`config.mk`:
```
export PLATFORM = sky130hd
export DESIGN_NAME = kb_decoder
export DESIGN_NICKNAME = d
export VERILOG_FILES = /design/src/rtl/kb_decoder.sv
export SDC_FILE = /design/constraint.sdc
export NUM_CORES = 1
export LEC_CHECK = 0
export ABC_AREA = 0
export CAP_MARGIN = 25
export CORE_UTILIZATION = 64
export DETAILED_ROUTE_END_ITERATION = 8
export PLACE_DENSITY = 0.94
export SYNTH_ARGS = -nofsm -noshare
export SYNTH_HDL_FRONTEND = slang
export SYNTH_SLANG_ARGS = --single-unit
export TNS_END_PERCENT = 20
```
`constraint.sdc`:
```
create_clock -name i_clk -period 4 [get_ports i_clk]
set_input_delay 0.6 -clock i_clk [delete_from_list [all_inputs] [get_ports i_clk]]
set_output_delay 0.6 -clock i_clk [all_outputs]
set_load 0.05 [all_outputs]
```
`src/rtl/kb_decoder.sv`:
```
// PS/2 keyboard decoder: frame receiver, scan-code FSM and event FIFO {ext, brk, code}.
// Build option: define KB_DECODER_MAKE_EN to also queue make (press) events with repeat filtering.

module ps2_rx (
  input  logic       i_clk,
  input  logic       i_reset,
  input  logic       i_ps2d,
  input  logic       i_ps2c,
  input  logic       i_rx_en,
  output logic       o_rx_done_tick,
  output logic [7:0] o_dout
);
  typedef enum logic [1:0] {RX_IDLE, RX_DPS, RX_LOAD} rx_state_t;

  rx_state_t  state_q, state_d;
  logic [7:0] filter_q, filter_d;
  logic       f_ps2c_q, f_ps2c_d;
  logic [3:0] n_q, n_d;
  logic [7:0] data_q, data_d;
  logic       fall_edge;

  always_ff @(posedge i_clk or posedge i_reset) begin
    if (i_reset) begin
      state_q  <= RX_IDLE;
      filter_q <= '0;
      f_ps2c_q <= 1'b0;
      n_q      <= '0;
      data_q   <= '0;
    end else begin
      state_q  <= state_d;
      filter_q <= filter_d;
      f_ps2c_q <= f_ps2c_d;
      n_q      <= n_d;
      data_q   <= data_d;
    end
  end

  // PS/2 clock is only trusted after 8 consecutive identical samples
  always_comb begin
    filter_d = {i_ps2c, filter_q[7:1]};
    if (filter_q == '1)
      f_ps2c_d = 1'b1;
    else if (filter_q == '0)
      f_ps2c_d = 1'b0;
    else
      f_ps2c_d = f_ps2c_q;
    fall_edge = f_ps2c_q & ~f_ps2c_d;
  end

  always_comb begin
    state_d        = state_q;
    n_d            = n_q;
    data_d         = data_q;
    o_rx_done_tick = 1'b0;
    case (state_q)
      RX_IDLE: begin
        if (fall_edge && i_rx_en) begin
          n_d     = 4'd9;
          state_d = RX_DPS;
        end
      end
      RX_DPS: begin
        if (fall_edge) begin
          // n = 9..2 are data bits LSB first; 1 is parity, 0 is stop
          if (n_q >= 4'd2)
            data_d = {i_ps2d, data_q[7:1]};
          if (n_q == 4'd0)
            state_d = RX_LOAD;
          else
            n_d = n_q - 4'd1;
        end
      end
      RX_LOAD: begin
        state_d        = RX_IDLE;
        o_rx_done_tick = 1'b1;
      end
      default: state_d = RX_IDLE;
    endcase
  end

  assign o_dout = data_q;
endmodule

module fifo #(
  parameter int unsigned B = 8,
  parameter int unsigned W = 4
) (
  input  logic         i_clk,
  input  logic         i_reset,
  input  logic         i_rd,
  input  logic         i_wr,
  input  logic [B-1:0] i_w_data,
  output logic         o_empty,
  output logic         o_full,
  output logic [B-1:0] o_r_data
);
  logic [B-1:0] mem_q [2**W];
  logic [W:0]   wr_ptr_q, rd_ptr_q;
  logic         wr_en, rd_en;

  // A write on a full FIFO is dropped even if a read happens in the same cycle
  assign wr_en = i_wr & ~o_full;
  assign rd_en = i_rd & ~o_empty;

  always_ff @(posedge i_clk or posedge i_reset) begin
    if (i_reset) begin
      for (int unsigned i = 0; i < 2**W; i++)
        mem_q[i] <= '0;
      wr_ptr_q <= '0;
      rd_ptr_q <= '0;
    end else begin
      if (wr_en) begin
        mem_q[wr_ptr_q[W-1:0]] <= i_w_data;
        wr_ptr_q <= wr_ptr_q + 1'b1;
      end
      if (rd_en)
        rd_ptr_q <= rd_ptr_q + 1'b1;
    end
  end

  assign o_empty  = (wr_ptr_q == rd_ptr_q);
  assign o_full   = (wr_ptr_q[W] != rd_ptr_q[W]) && (wr_ptr_q[W-1:0] == rd_ptr_q[W-1:0]);
  assign o_r_data = mem_q[rd_ptr_q[W-1:0]];
endmodule

module kb_decoder #(
  parameter int unsigned FIFO_W     = 2,
  parameter int unsigned PAUSE_SKIP = 7
) (
  input  logic       i_clk,
  input  logic       i_reset_n,
  input  logic       i_ps2d,
  input  logic       i_ps2c,
  input  logic       i_rd_key,
  output logic [7:0] o_key_code,
  output logic       o_key_ext,
  output logic       o_key_brk,
  output logic       o_kb_buf_empty,
  output logic       o_kb_buf_full,
  output logic       o_overflow_tick
);
  localparam int unsigned SKIP_W = (PAUSE_SKIP < 2) ? 1 : $clog2(PAUSE_SKIP + 1);

  typedef enum logic [2:0] {IDLE, EXT, BRK, EXT_BRK, SKIP} state_t;

  state_t            state_q, state_d;
  logic [SKIP_W-1:0] skip_q, skip_d;
  logic              rx_done;
  logic [7:0]        rx_byte;
  logic              ev_vld, ev_ext, ev_brk;
  logic              wr_req;
  logic [9:0]        fifo_rdata;

  ps2_rx u_rx (
    .i_clk          (i_clk),
    .i_reset        (~i_reset_n),
    .i_ps2d         (i_ps2d),
    .i_ps2c         (i_ps2c),
    .i_rx_en        (1'b1),
    .o_rx_done_tick (rx_done),
    .o_dout         (rx_byte)
  );

  fifo #(.B(10), .W(FIFO_W)) u_fifo (
    .i_clk    (i_clk),
    .i_reset  (~i_reset_n),
    .i_rd     (i_rd_key),
    .i_wr     (wr_req),
    .i_w_data ({ev_ext, ev_brk, rx_byte}),
    .o_empty  (o_kb_buf_empty),
    .o_full   (o_kb_buf_full),
    .o_r_data (fifo_rdata)
  );

  assign {o_key_ext, o_key_brk, o_key_code} = fifo_rdata;

  always_comb begin
    state_d = state_q;
    skip_d  = skip_q;
    ev_vld  = 1'b0;
    ev_ext  = 1'b0;
    ev_brk  = 1'b0;
    if (rx_done) begin
      case (state_q)
        IDLE: begin
          case (rx_byte)
            8'hE0: state_d = EXT;
            8'hF0: state_d = BRK;
            8'hE1: begin
              state_d = SKIP;
              skip_d  = SKIP_W'(PAUSE_SKIP);
            end
            8'hAA, 8'hFA, 8'hFE, 8'hEE, 8'h00, 8'hFF: ;
            default: ev_vld = 1'b1;
          endcase
        end
        EXT: begin
          case (rx_byte)
            8'hF0: state_d = EXT_BRK;
            8'hE0, 8'h12: ;
            default: begin
              ev_vld  = 1'b1;
              ev_ext  = 1'b1;
              state_d = IDLE;
            end
          endcase
        end
        BRK: begin
          ev_vld  = 1'b1;
          ev_brk  = 1'b1;
          state_d = IDLE;
        end
        EXT_BRK: begin
          if (rx_byte != 8'h12) begin
            ev_vld = 1'b1;
            ev_ext = 1'b1;
            ev_brk = 1'b1;
          end
          state_d = IDLE;
        end
        SKIP: begin
          skip_d = (skip_q == '0) ? '0 : skip_q - SKIP_W'(1);
          if (skip_q <= SKIP_W'(1))
            state_d = IDLE;
        end
        default: state_d = IDLE;
      endcase
    end
  end

`ifdef KB_DECODER_MAKE_EN
  logic [8:0] last_q, last_d;
  logic       last_vld_q, last_vld_d;
  logic       repeat_hit;

  always_comb begin
    repeat_hit = last_vld_q && (last_q == {ev_ext, rx_byte});
    wr_req     = ev_vld && (ev_brk || !repeat_hit);
    last_d     = last_q;
    last_vld_d = last_vld_q;
    if (ev_vld && !ev_brk && wr_req && !o_kb_buf_full) begin
      last_d     = {ev_ext, rx_byte};
      last_vld_d = 1'b1;
    end else if (ev_vld && ev_brk && repeat_hit) begin
      last_vld_d = 1'b0;
    end
  end

  always_ff @(posedge i_clk or negedge i_reset_n) begin
    if (!i_reset_n) begin
      last_q     <= '0;
      last_vld_q <= 1'b0;
    end else begin
      last_q     <= last_d;
      last_vld_q <= last_vld_d;
    end
  end
`else
  assign wr_req = ev_vld && ev_brk;
`endif

  assign o_overflow_tick = wr_req & o_kb_buf_full;

  always_ff @(posedge i_clk or negedge i_reset_n) begin
    if (!i_reset_n) begin
      state_q <= IDLE;
      skip_q  <= '0;
    end else begin
      state_q <= state_d;
      skip_q  <= skip_d;
    end
  end
endmodule

```
==> metrics.txt <==
# TYPE chip_impl_metric gauge
chip_impl_info{name="run_status",value="finished clean"} 1
chip_impl_info{name="cts_root_buf",value="clkbuf_8"} 1
chip_impl_metric{name="skew",unit="ns"} 0.00975
chip_impl_info{name="worst_setup_path_start_kind",value="flip-flop"} 1
chip_impl_info{name="yosys_most_used_dff",value="dfrtp_1"} 1
chip_impl_metric{name="drtPass1Iterations",unit=""} 4
chip_impl_metric{name="drv.max_cap_violation_count",unit=""} 0
chip_impl_metric{name="io-pin-count",unit=""} 18
chip_impl_metric{name="cts_buffers",unit=""} 9
chip_impl_metric{name="clk_pin_slew",unit="ns"} 0.08
chip_impl_metric{name="number_of_diodes_added_for_antenna_fixing",unit=""} 0
chip_impl_metric{name="clock_share_of_power",unit=""} 0.451
chip_impl_metric{name="io_buffers",unit=""} 17
chip_impl_metric{name="grtUsageMet2",unit=""} 0.425
chip_impl_metric{name="power.density",unit="nW/um2"} 369
chip_impl_info{name="worst_setup_path_end_kind",value="output pin"} 1
chip_impl_metric{name="async_flop_share",unit=""} 1.00
chip_impl_info{name="synthDominantAreaCellType",value="dfrtp_1"} 1
chip_impl_metric{name="grt_pass1_vias",unit=""} 2130
chip_impl_metric{name="internal_power",unit="uW"} 1140
chip_impl_metric{name="critical_path_peak_fanout",unit=""} 13
chip_impl_metric{name="worstPathArrival",unit="ns"} 2.78
chip_impl_metric{name="antenna_violating_nets_post_route",unit=""} 0
chip_impl_info{name="worst_hold_path_type",value="input pin to asynchronous set/reset pin"} 1
chip_impl_metric{name="postSynthCellCount",unit=""} 249
chip_impl_metric{name="globalRouteMet1Util",unit=""} 0.326
chip_impl_info{name="cts_tree",value="done"} 1
chip_impl_metric{name="final_hold_vios",unit=""} 0
chip_impl_metric{name="finalWirelength",unit="um"} 6480
chip_impl_metric{name="p_seq_frac",unit=""} 0.532
chip_impl_metric{name="clkSinkCount",unit=""} 75
chip_impl_metric{name="power.switching_fraction",unit=""} 0.210
chip_impl_metric{name="synth-seq-area-share",unit=""} 0.543
chip_impl_metric{name="clock_latency",unit="ns"} 0.35
chip_impl_metric{name="final-setup-viol-count",unit=""} 0
chip_impl_metric{name="fmax",unit="GHz"} 0.296
chip_impl_metric{name="power.switching",unit="uW"} 303
chip_impl_metric{name="gp_routability_congestion",unit=""} 0.856
chip_impl_metric{name="synth_top_area_frac",unit=""} 0.543
chip_impl_metric{name="leakage",unit="uW"} 0.00181
chip_impl_metric{name="num_rows",unit=""} 26
chip_impl_metric{name="power.ir.vdd_worst",unit="V"} 0.000318
chip_impl_metric{name="largest_net_degree_at_the_start_of_global_routing",unit=""} 52
chip_impl_metric{name="drv_slew",unit=""} 0
chip_impl_metric{name="maxSlewHeadroom",unit=""} 0.288
chip_impl_metric{name="synth-edff-count",unit=""} 0
chip_impl_metric{name="residual_overflow_from_global_routing",unit=""} 0
chip_impl_metric{name="first_iter_violations",unit=""} 125
chip_impl_metric{name="worst_slew_pin_slew",unit="ns"} 1.06
chip_impl_metric{name="antenna_found_initial",unit=""} 0
chip_impl_metric{name="worstPathRequired",unit="ns"} 3.40
chip_impl_metric{name="detail_route.drc_violations",unit=""} 0
chip_impl_metric{name="grt_first_pass_wirelength",unit="um"} 10200
chip_impl_metric{name="core_area",unit="um2"} 5140
chip_impl_info{name="synthTopCellsByArea",value="dfrtp_1 54%, mux2_2 15%, mux4_2 6.5%"} 1
chip_impl_info{name="criticalPathCategory",value="flip-flop to output pin"} 1
chip_impl_metric{name="synth_cell_type_count",unit=""} 45
chip_impl_metric{name="combPwrFrac",unit=""} 0.017
chip_impl_metric{name="fin_crit",unit="ns"} 3.38
chip_impl_metric{name="vias_after_detailed_routing",unit=""} 2120
chip_impl_metric{name="cts_max_path_buffers",unit=""} 2
chip_impl_metric{name="postCtsResizedCells",unit=""} 0
chip_impl_metric{name="area_growth",unit="%"} 13.3
chip_impl_metric{name="groute.layer.met3.usage",unit=""} 0.0516
chip_impl_metric{name="finalNonFillerCells",unit=""} 349
chip_impl_metric{name="post-place-cells",unit=""} 333
chip_impl_metric{name="holdBufCountCts",unit=""} 0
chip_impl_metric{name="fraction_of_final_layout_cells_sized_beyond_drive_strength_1",unit=""} 0.319
chip_impl_metric{name="yosysWarningCount",unit=""} 0
chip_impl_metric{name="setup-tns-final",unit="ns"} 0
chip_impl_info{name="post-synth-top-count-cell",value="dfrtp_1"} 1
chip_impl_metric{name="postCtsSetupRepairBufs",unit=""} 0
chip_impl_metric{name="synthesis.nets",unit=""} 263
chip_impl_metric{name="post_synth.cell_area_avg",unit="um2"} 13.9
chip_impl_metric{name="cts.htree.levels",unit=""} 3
chip_impl_metric{name="portion_of_the_clock_cycle_consumed_by_the_worst_path_in_the_final_layout",unit=""} 0.844
chip_impl_metric{name="vias_per_cell",unit=""} 6.07
chip_impl_metric{name="num-nets-final",unit=""} 288
chip_impl_metric{name="die_outline_area",unit="um2"} 5690
chip_impl_metric{name="die_x",unit="um"} 75.5
chip_impl_metric{name="die_height",unit="um"} 75.5
chip_impl_metric{name="detailed_place_hpwl",unit="um"} 4320
chip_impl_metric{name="post_synth_instance_area",unit="um2"} 3450
chip_impl_metric{name="groute.usage.overall",unit=""} 0.256
chip_impl_metric{name="wl_per_cell",unit="um"} 18.6
chip_impl_info{name="grt_setup_unrepaired",value="false"} 1
chip_impl_metric{name="synth-seq-cells",unit=""} 75
chip_impl_metric{name="initial_utilization",unit=""} 0.672
chip_impl_info{name="synth_commonest_cells",value="75 x dfrtp_1, 45 x mux2_2, 15 x nand2_1, 10 x mux4_2"} 1
chip_impl_info{name="grt.busiest_layer",value="met2"} 1
[through the flow]
stage | total power, uW | instance area, um2 | hold slack [ns] | util | worst slack [ns]
2_1_floorplan | 788 | 3450 | 0.304 | - | 1.30
3_3_place_gp | 808 | 3680 | 0.399 | 0.717 | 1.07
3_5_place_dp | 809 | 3680 | 0.409 | 0.717 | 0.998
4_1_cts | 1450 | 3910 | 0.238 | 0.761 | 0.600
5_1_grt | 1490 | 3910 | 0.265 | 0.761 | 0.436
6_report | 1440 | 3910 | 0.227 | 0.761 | 0.624
[worst max-delay path, cell delays in order, from the launching register on]
cell	delay [ns]
dfrtp_1	0.69
xor2_1	0.25
nor3_4	0.48
nand2_1	0.09
nor2_1	0.10
clkdlybuf4s50_1	0.80
[registers in the layout, summed over array words and instances, names as in the netlist]
signal and flops:
u_fifo.wr_ptr_q 3, u_rx.filter_q 8, u_rx.f_ps2c_q 1, u_rx.o_dout 8
u_fifo.rd_ptr_q 3, state_q 3, u_fifo.mem_q 40, u_rx.state_q 2
u_rx.n_q 4, skip_q 3
[layer usage]
metal | wire length (um) | share of wire
met4 | 116 | 0.018
met3 | 224 | 0.035
met2 | 3370 | 0.52
met1 | 2770 | 0.43
met5 | 0 | 0
[final timing paths]
| kind | start | to | slack, ns | depth (start not counted) |
|---|---|---|---|---|
| worst max-delay path | u_fifo.rd_ptr_q[1] | o_overflow_tick | 0.62 | 5 |
| worst min-delay path | i_reset_n | u_fifo.mem_q[28] | 0.23 | 1 |
| worst max register to register | u_fifo.rd_ptr_q[1] | u_fifo.mem_q[7] | 1.30 | 4 |
| worst min register to register | u_rx.filter_q[3] | u_rx.filter_q[2] | 0.43 | 0 |
| max in group asynchronous | i_reset_n | u_rx.n_q[0] | 2.75 | 2 |
| min in group i_clk | u_rx.filter_q[3] | u_rx.filter_q[2] | 0.43 | 0 |
[area by class of cell]
| type | count | area, um2 |
|---|---|---|
| Tap cell | 70 | 87.6 |
| Sequential cell | 75 | 1880 |
| Multi-Input combinational cell | 160 | 1510 |
| Timing Repair Buffer | 19 | 180 |
| Clock inverter | 5 | 85.1 |
| Inverter | 9 | 33.8 |
| Fill cell | 336 | 1230 |
| Clock buffer | 11 | 141 |
[layout by cell type (no fill, tap or decap), types with 5 or more instances in the layout]
cell             netlist  layout
mux2_2                45      45
clkdlybuf4s50_1        0      16
nand2_1               15      15
clkbuf_8               0      10
or2_2                  5       5
ha_1                   9       9
nor2_1                 9       9
inv_1                  9       9
dfrtp_1               75      75
xor2_1                 5       5
mux4_2                10      10
o21ai_0                6       6
[cell families (layout without fill, tap and decap cells)]
group	after synthesis	in the layout	synth area share
flops	75	75	0.543
fa+ha+maj	9	9	0.0326
mux	57	57	0.218
simple gates	67	67	0.130
buf+inv	14	44	0.0203
xor+xnor	8	8	0.0203
compound gates	19	19	0.0355
[power groups by stage]
stage               clock (uW)  combinational, uW  sequential [uW]
floorplan                    0               5.35              783
global placement             0               24.5              783
detailed placement           0               25.5              784
CTS                        660               25.5              769
global route               694               28.9              769
finish                     652               24.2              769
(Power assumes the default switching activity.)
==> RTL change 1, RTL diff (config.mk and constraints unchanged) <==
Add an input register stage for `i_rd_key`; this delays it by one clock. The other inputs are not delayed to match.
--- a/src/rtl/kb_decoder.sv
+++ b/src/rtl/kb_decoder.sv
@@ -143,6 +143,12 @@
 
   typedef enum logic [2:0] {IDLE, EXT, BRK, EXT_BRK, SKIP} state_t;
 
+  logic i_rd_key_q;
+
+  always_ff @(posedge i_clk) begin
+    i_rd_key_q <= i_rd_key;
+  end
+
   state_t            state_q, state_d;
   logic [SKIP_W-1:0] skip_q, skip_d;
   logic              rx_done;
@@ -164,7 +170,7 @@
   fifo #(.B(10), .W(FIFO_W)) u_fifo (
     .i_clk    (i_clk),
     .i_reset  (~i_reset_n),
-    .i_rd     (i_rd_key),
+    .i_rd     (i_rd_key_q),
     .i_wr     (wr_req),
     .i_w_data ({ev_ext, ev_brk, rx_byte}),
     .o_empty  (o_kb_buf_empty),
Function: no difference found for any inputs over 10 cycles, from zero or initial values and one cycle with i_reset_n low; that may be too few to reach the edited logic, so the function may still have changed.
==> RTL change 1 against the unedited design <==
- clock power is 1% higher
- synthesized area grew 0.58%
- design area grew 0.51%
- die area up 0.57%
- count of clock-buffer cells in the layout unchanged
- clock skew shrank 0.68 ps
- sequential share of layout area increased by 0.26 points
- power rose by 1.3%
- non-clock buffer count unchanged
- setup slack improved by 12 ps
- wire length shrank 2.7%
- via count increased by 0.14%
- sequential cell count increased by 1
- largest power group unchanged
==> RTL change 1: results <==
export IMPL_yosysUniqueCellTypes=46
export IMPL_syn_nets=264
export IMPL_gp_congestion=0.7535
export IMPL_synth_ff_type="dfrtp_1"
export IMPL_pre_cts_ws_ps=1037
export IMPL_internal_power_mw=1.150
export IMPL_io_buffers=17
export IMPL_grt_max_degree=76
export IMPL_ctsHoldBuffers=0
export IMPL_synth_seq_cells=76
export IMPL_grt_usage=0.2502
export IMPL_placedInstanceArea_um2=3705
export IMPL_p_comb_mw=0.0238
export IMPL_fillers=292
export IMPL_clk_share=0.05761
export IMPL_clock_power_mw=0.661
export IMPL_vias_per_cell=6.066
export IMPL_crit_fanout=13
export IMPL_holdWs_ps=423.4
export IMPL_ys_top_cells_by_area="dfrtp_1 (54%), mux2_2 (15%), mux4_2 (6.5%), ha_1 (3.2%), nor3_4 (1.9%)"
export IMPL_slew_limit_headroom=0.2980
export IMPL_status="finished clean"
export IMPL_cp_arrival_ps=2760
export IMPL_nets=289
export IMPL_period_minus_slack_ps=3364
export IMPL_hp_class="flop to flop"
export IMPL_synth_async_reset_ratio=0.9868
export IMPL_firstDrtPassIters=4
export IMPL_yosysWarningCount=0
export IMPL_multi_input_cells=160
export IMPL_grt_pass1_wl_mm=9.929
export IMPL_dp_hpwl_mm=4.024
export IMPL_drive_gt1_frac=0.3179
export IMPL_ir_worst_vdd_mv=0.4445
export IMPL_power_leakage_nw=1.820
export IMPL_bufAreaShareNonClock=0.04583
export IMPL_drt_initial_drc_count=107
export IMPL_drt_wl_total_mm=6.301
export IMPL_grt_pass1_vias=2094
export IMPL_clock_skew_ps=9.071
export IMPL_post_cts_buffers=0
export IMPL_seq_area_frac_synth=0.5461
export IMPL_rrSetupSlack_ps=1340
export IMPL_syn2layout_area_growth_pct=13.18
export IMPL_seq_area_frac=0.4825
export IMPL_synth_common_cells="dfrtp_1 (75), mux2_2 (45), nand2_1 (15)"
RTL change 1: cell types whose count changed after synthesis, sizes merged:
cell	unedited run	this run
dfxtp	0	1
RTL change 1: routing by layer:
metal / vias to the layer above / wire length [um] / GRT usage
li1: 961 / - / -
met1: 1102 / 2745 / 0.3254
met2: 50 / 3201 / 0.3968
met3: 10 / 217 / 0.05952
met4: 0 / 136 / 0.1296
met5: - / 0 / 0
RTL change 1: per-stage QoR:
stage	power, mW	std cells
6_report	1.463	350
5_1_grt	1.504	350
4_1_cts	1.470	350
3_5_place_dp	0.8196	334
3_3_place_gp	0.8186	334
2_1_floorplan	0.7987	250
RTL change 1: worst max-delay path, cell delays in order (launching register included):
cell	delay [ps]
dfrtp_1	700
xor2_1	240
nor3_4	470
nand2_1	90
nor2_1	100
clkdlybuf4s50_1	800
RTL change 1: cell families (layout without fill, tap and decap cells):
family / Yosys count / in the layout / synth area share
compound gates: 19 / 19 / 0.03531
xor+xnor: 8 / 8 / 0.02017
fa+ha+maj: 9 / 9 / 0.03242
buf+inv: 14 / 44 / 0.02017
flops: 76 / 76 / 0.5461
mux: 57 / 57 / 0.2169
simple gates: 67 / 67 / 0.1290
RTL change 1: worst paths after layout:
| kind | startpoint | cells after the start | to |
|---|---|---|---|
| setup / recovery | u_fifo.rd_ptr_q[1] | 5 | o_overflow_tick |
| setup reg to reg | u_fifo.rd_ptr_q[1] | 4 | u_fifo.mem_q[5] |
| min in group asynchronous | i_reset_n | 2 | u_fifo.wr_ptr_q[1] |
| hold / removal | u_rx.filter_q[1] | 0 | u_rx.filter_q[0] |
| max in group asynchronous | i_reset_n | 2 | u_fifo.mem_q[5] |
| hold reg to reg | u_rx.filter_q[1] | 0 | u_rx.filter_q[0] |
==> RTL change 2, RTL diff (config.mk and constraints unchanged) <==
Made on the original files. The option `KB_DECODER_MAKE_EN` is turned on by a define.
--- a/src/rtl/kb_decoder.sv
+++ b/src/rtl/kb_decoder.sv
@@ -1,5 +1,7 @@
 // PS/2 keyboard decoder: frame receiver, scan-code FSM and event FIFO {ext, brk, code}.
 // Build option: define KB_DECODER_MAKE_EN to also queue make (press) events with repeat filtering.
+
+`define KB_DECODER_MAKE_EN
 
 module ps2_rx (
   input  logic       i_clk,
Check against the original RTL: same outputs for any inputs over 10 cycles, from zero or initial values and one cycle with i_reset_n low; that may be too few to reach the edited logic, so the function may still have changed.
==> RTL change 2 against the unedited design <==
- setup slack improved by 58 ps
- sequential cell count increased by 10
- clock skew increased by 3.9 ps
- first-iteration DRC count increased to 2.8 times the old value
- wire length increased by 37%
- synthesized area increased by 24%
- synthesized cell count increased by 49%
- critical path depth increased by 2
- design area increased by 20%
- highest routed layer unchanged
Power is not compared: it rests on default switching activity, and its combinational part moved more than twofold at a synthesized area within 25%.
==> RTL change 2: results <==
export IMPL_status="finished clean"
export IMPL_seq_area_frac_synth=0.4969
export IMPL_r2r_end="u_fifo.mem_q[26]"
export IMPL_synthAdderAreaFrac=0.02631
export IMPL_vias_per_cell=6.639
export IMPL_grt_pass1_vias=3087
export IMPL_clock_skew_ps=13.64
export IMPL_drive_gt1_frac=0.1632
export IMPL_crit_fanout=9
export IMPL_synth_common_cells="dfrtp_1 (85), inv_1 (48), o32ai_1 (35)"
export IMPL_ys_top_cells_by_area="dfrtp_1 (50%), o32ai_1 (7.2%), mux4_2 (5.3%), inv_1 (4.2%), mux2_2 (4.2%)"
export IMPL_cpPeakStageDelay_ps=530
export IMPL_grt_max_degree=86
export IMPL_place_inst=446
export IMPL_cp_arrival_ps=2720
export IMPL_avgSynthCellArea_um2=11.54
export IMPL_wl_per_cell_um=19.21
export IMPL_ff2ff_path_depth=5
export IMPL_grt_usage=0.2724
export IMPL_gp_congestion=0.8490
export IMPL_grt_pass1_wl_mm=14.87
export IMPL_synthXorXnorAreaFrac=0.03069
export IMPL_drt_initial_drc_count=347
export IMPL_htreeDepth=3
export IMPL_nets=395
export IMPL_power_leakage_nw=1.992
export IMPL_reg2reg_from="u_fifo.rd_ptr_q[0]"
export IMPL_crit_slowest_cell="dfrtp_1"
export IMPL_synth_compound_area_share=0.1406
export IMPL_clk_latency_ps=370
export IMPL_yosysUniqueCellTypes=58
export IMPL_layout_cells_non_filler=463
export IMPL_muxShareOfSynthArea=0.1046
export IMPL_cp_startpoint="u_rx.o_dout[3]"
export IMPL_dp_hpwl_mm=5.608
export IMPL_worst_pin_slew_ps=1077
export IMPL_firstDrtPassIters=5
-- RTL change 2: cell types whose count changed after synthesis, sizes merged, moves of 6 or more --
cell   unedited run  this run
buf               4        16
dfrtp            75        85
inv               9        48
mux2             46        18
nand2            15        23
nand3             3         9
o21ai             6        15
o32ai             0        36
-- RTL change 2: stage by stage --
stage               cell area, um2  setup WS (ps)
global placement              4428           1183
floorplan                     4280          517.1
global route                  4679          517.5
CTS                           4652          705.0
finish                        4679          682.0
detailed placement            4428           1048
-- RTL change 2: cell type report --
class	instances	area, um2
sequential	85	2127
multi-input combinational	216	1837
fill	401	1707
timing repair buffer	21	215.2
inverter	48	180.2
clock buffer	10	137.6
tap	77	96.34
clock inverter	6	86.33
-- RTL change 2: how the worst min path moves through the flow --
stage,depth (start not counted),slack [ps],end
after global routing,1,170,u_fifo.mem_q[29]
after floorplan,0,300,last_q[0]
after detailed placement,0,380,u_rx.filter_q[5]
after CTS,0,400,u_rx.filter_q[2]
final,1,150,u_fifo.mem_q[16]
after global placement,0,380,u_rx.filter_q[4]
-- RTL change 2: cell families (layout without fill, tap and decap cells) --
family / after synthesis / count (layout)
xor+xnor: 15 / 15
flops: 85 / 85
buf+inv: 70 / 85
compound gates: 76 / 76
simple gates: 86 / 86
fa+ha+maj: 9 / 9
mux: 30 / 30
-- RTL change 2: power by group --
| part | internal (mW) | switching [mW] |
|---|---|---|
| sequential | 0.875 | 0.0717 |
| clock | 0.367 | 0.309 |
| combinational | 0.0877 | 0.0913 |
| total | 1.33 | 0.472 |
-- RTL change 2: routing by layer --
metal	share of wire	wire [um]	up-vias	global-route usage
li1	-	-	1377	-
met3	0.048	431	20	0.03858
met5	0	0	-	0
met4	0.022	199	0	0.1356
met1	0.42	3712	1551	0.3571
met2	0.51	4553	126	0.4472
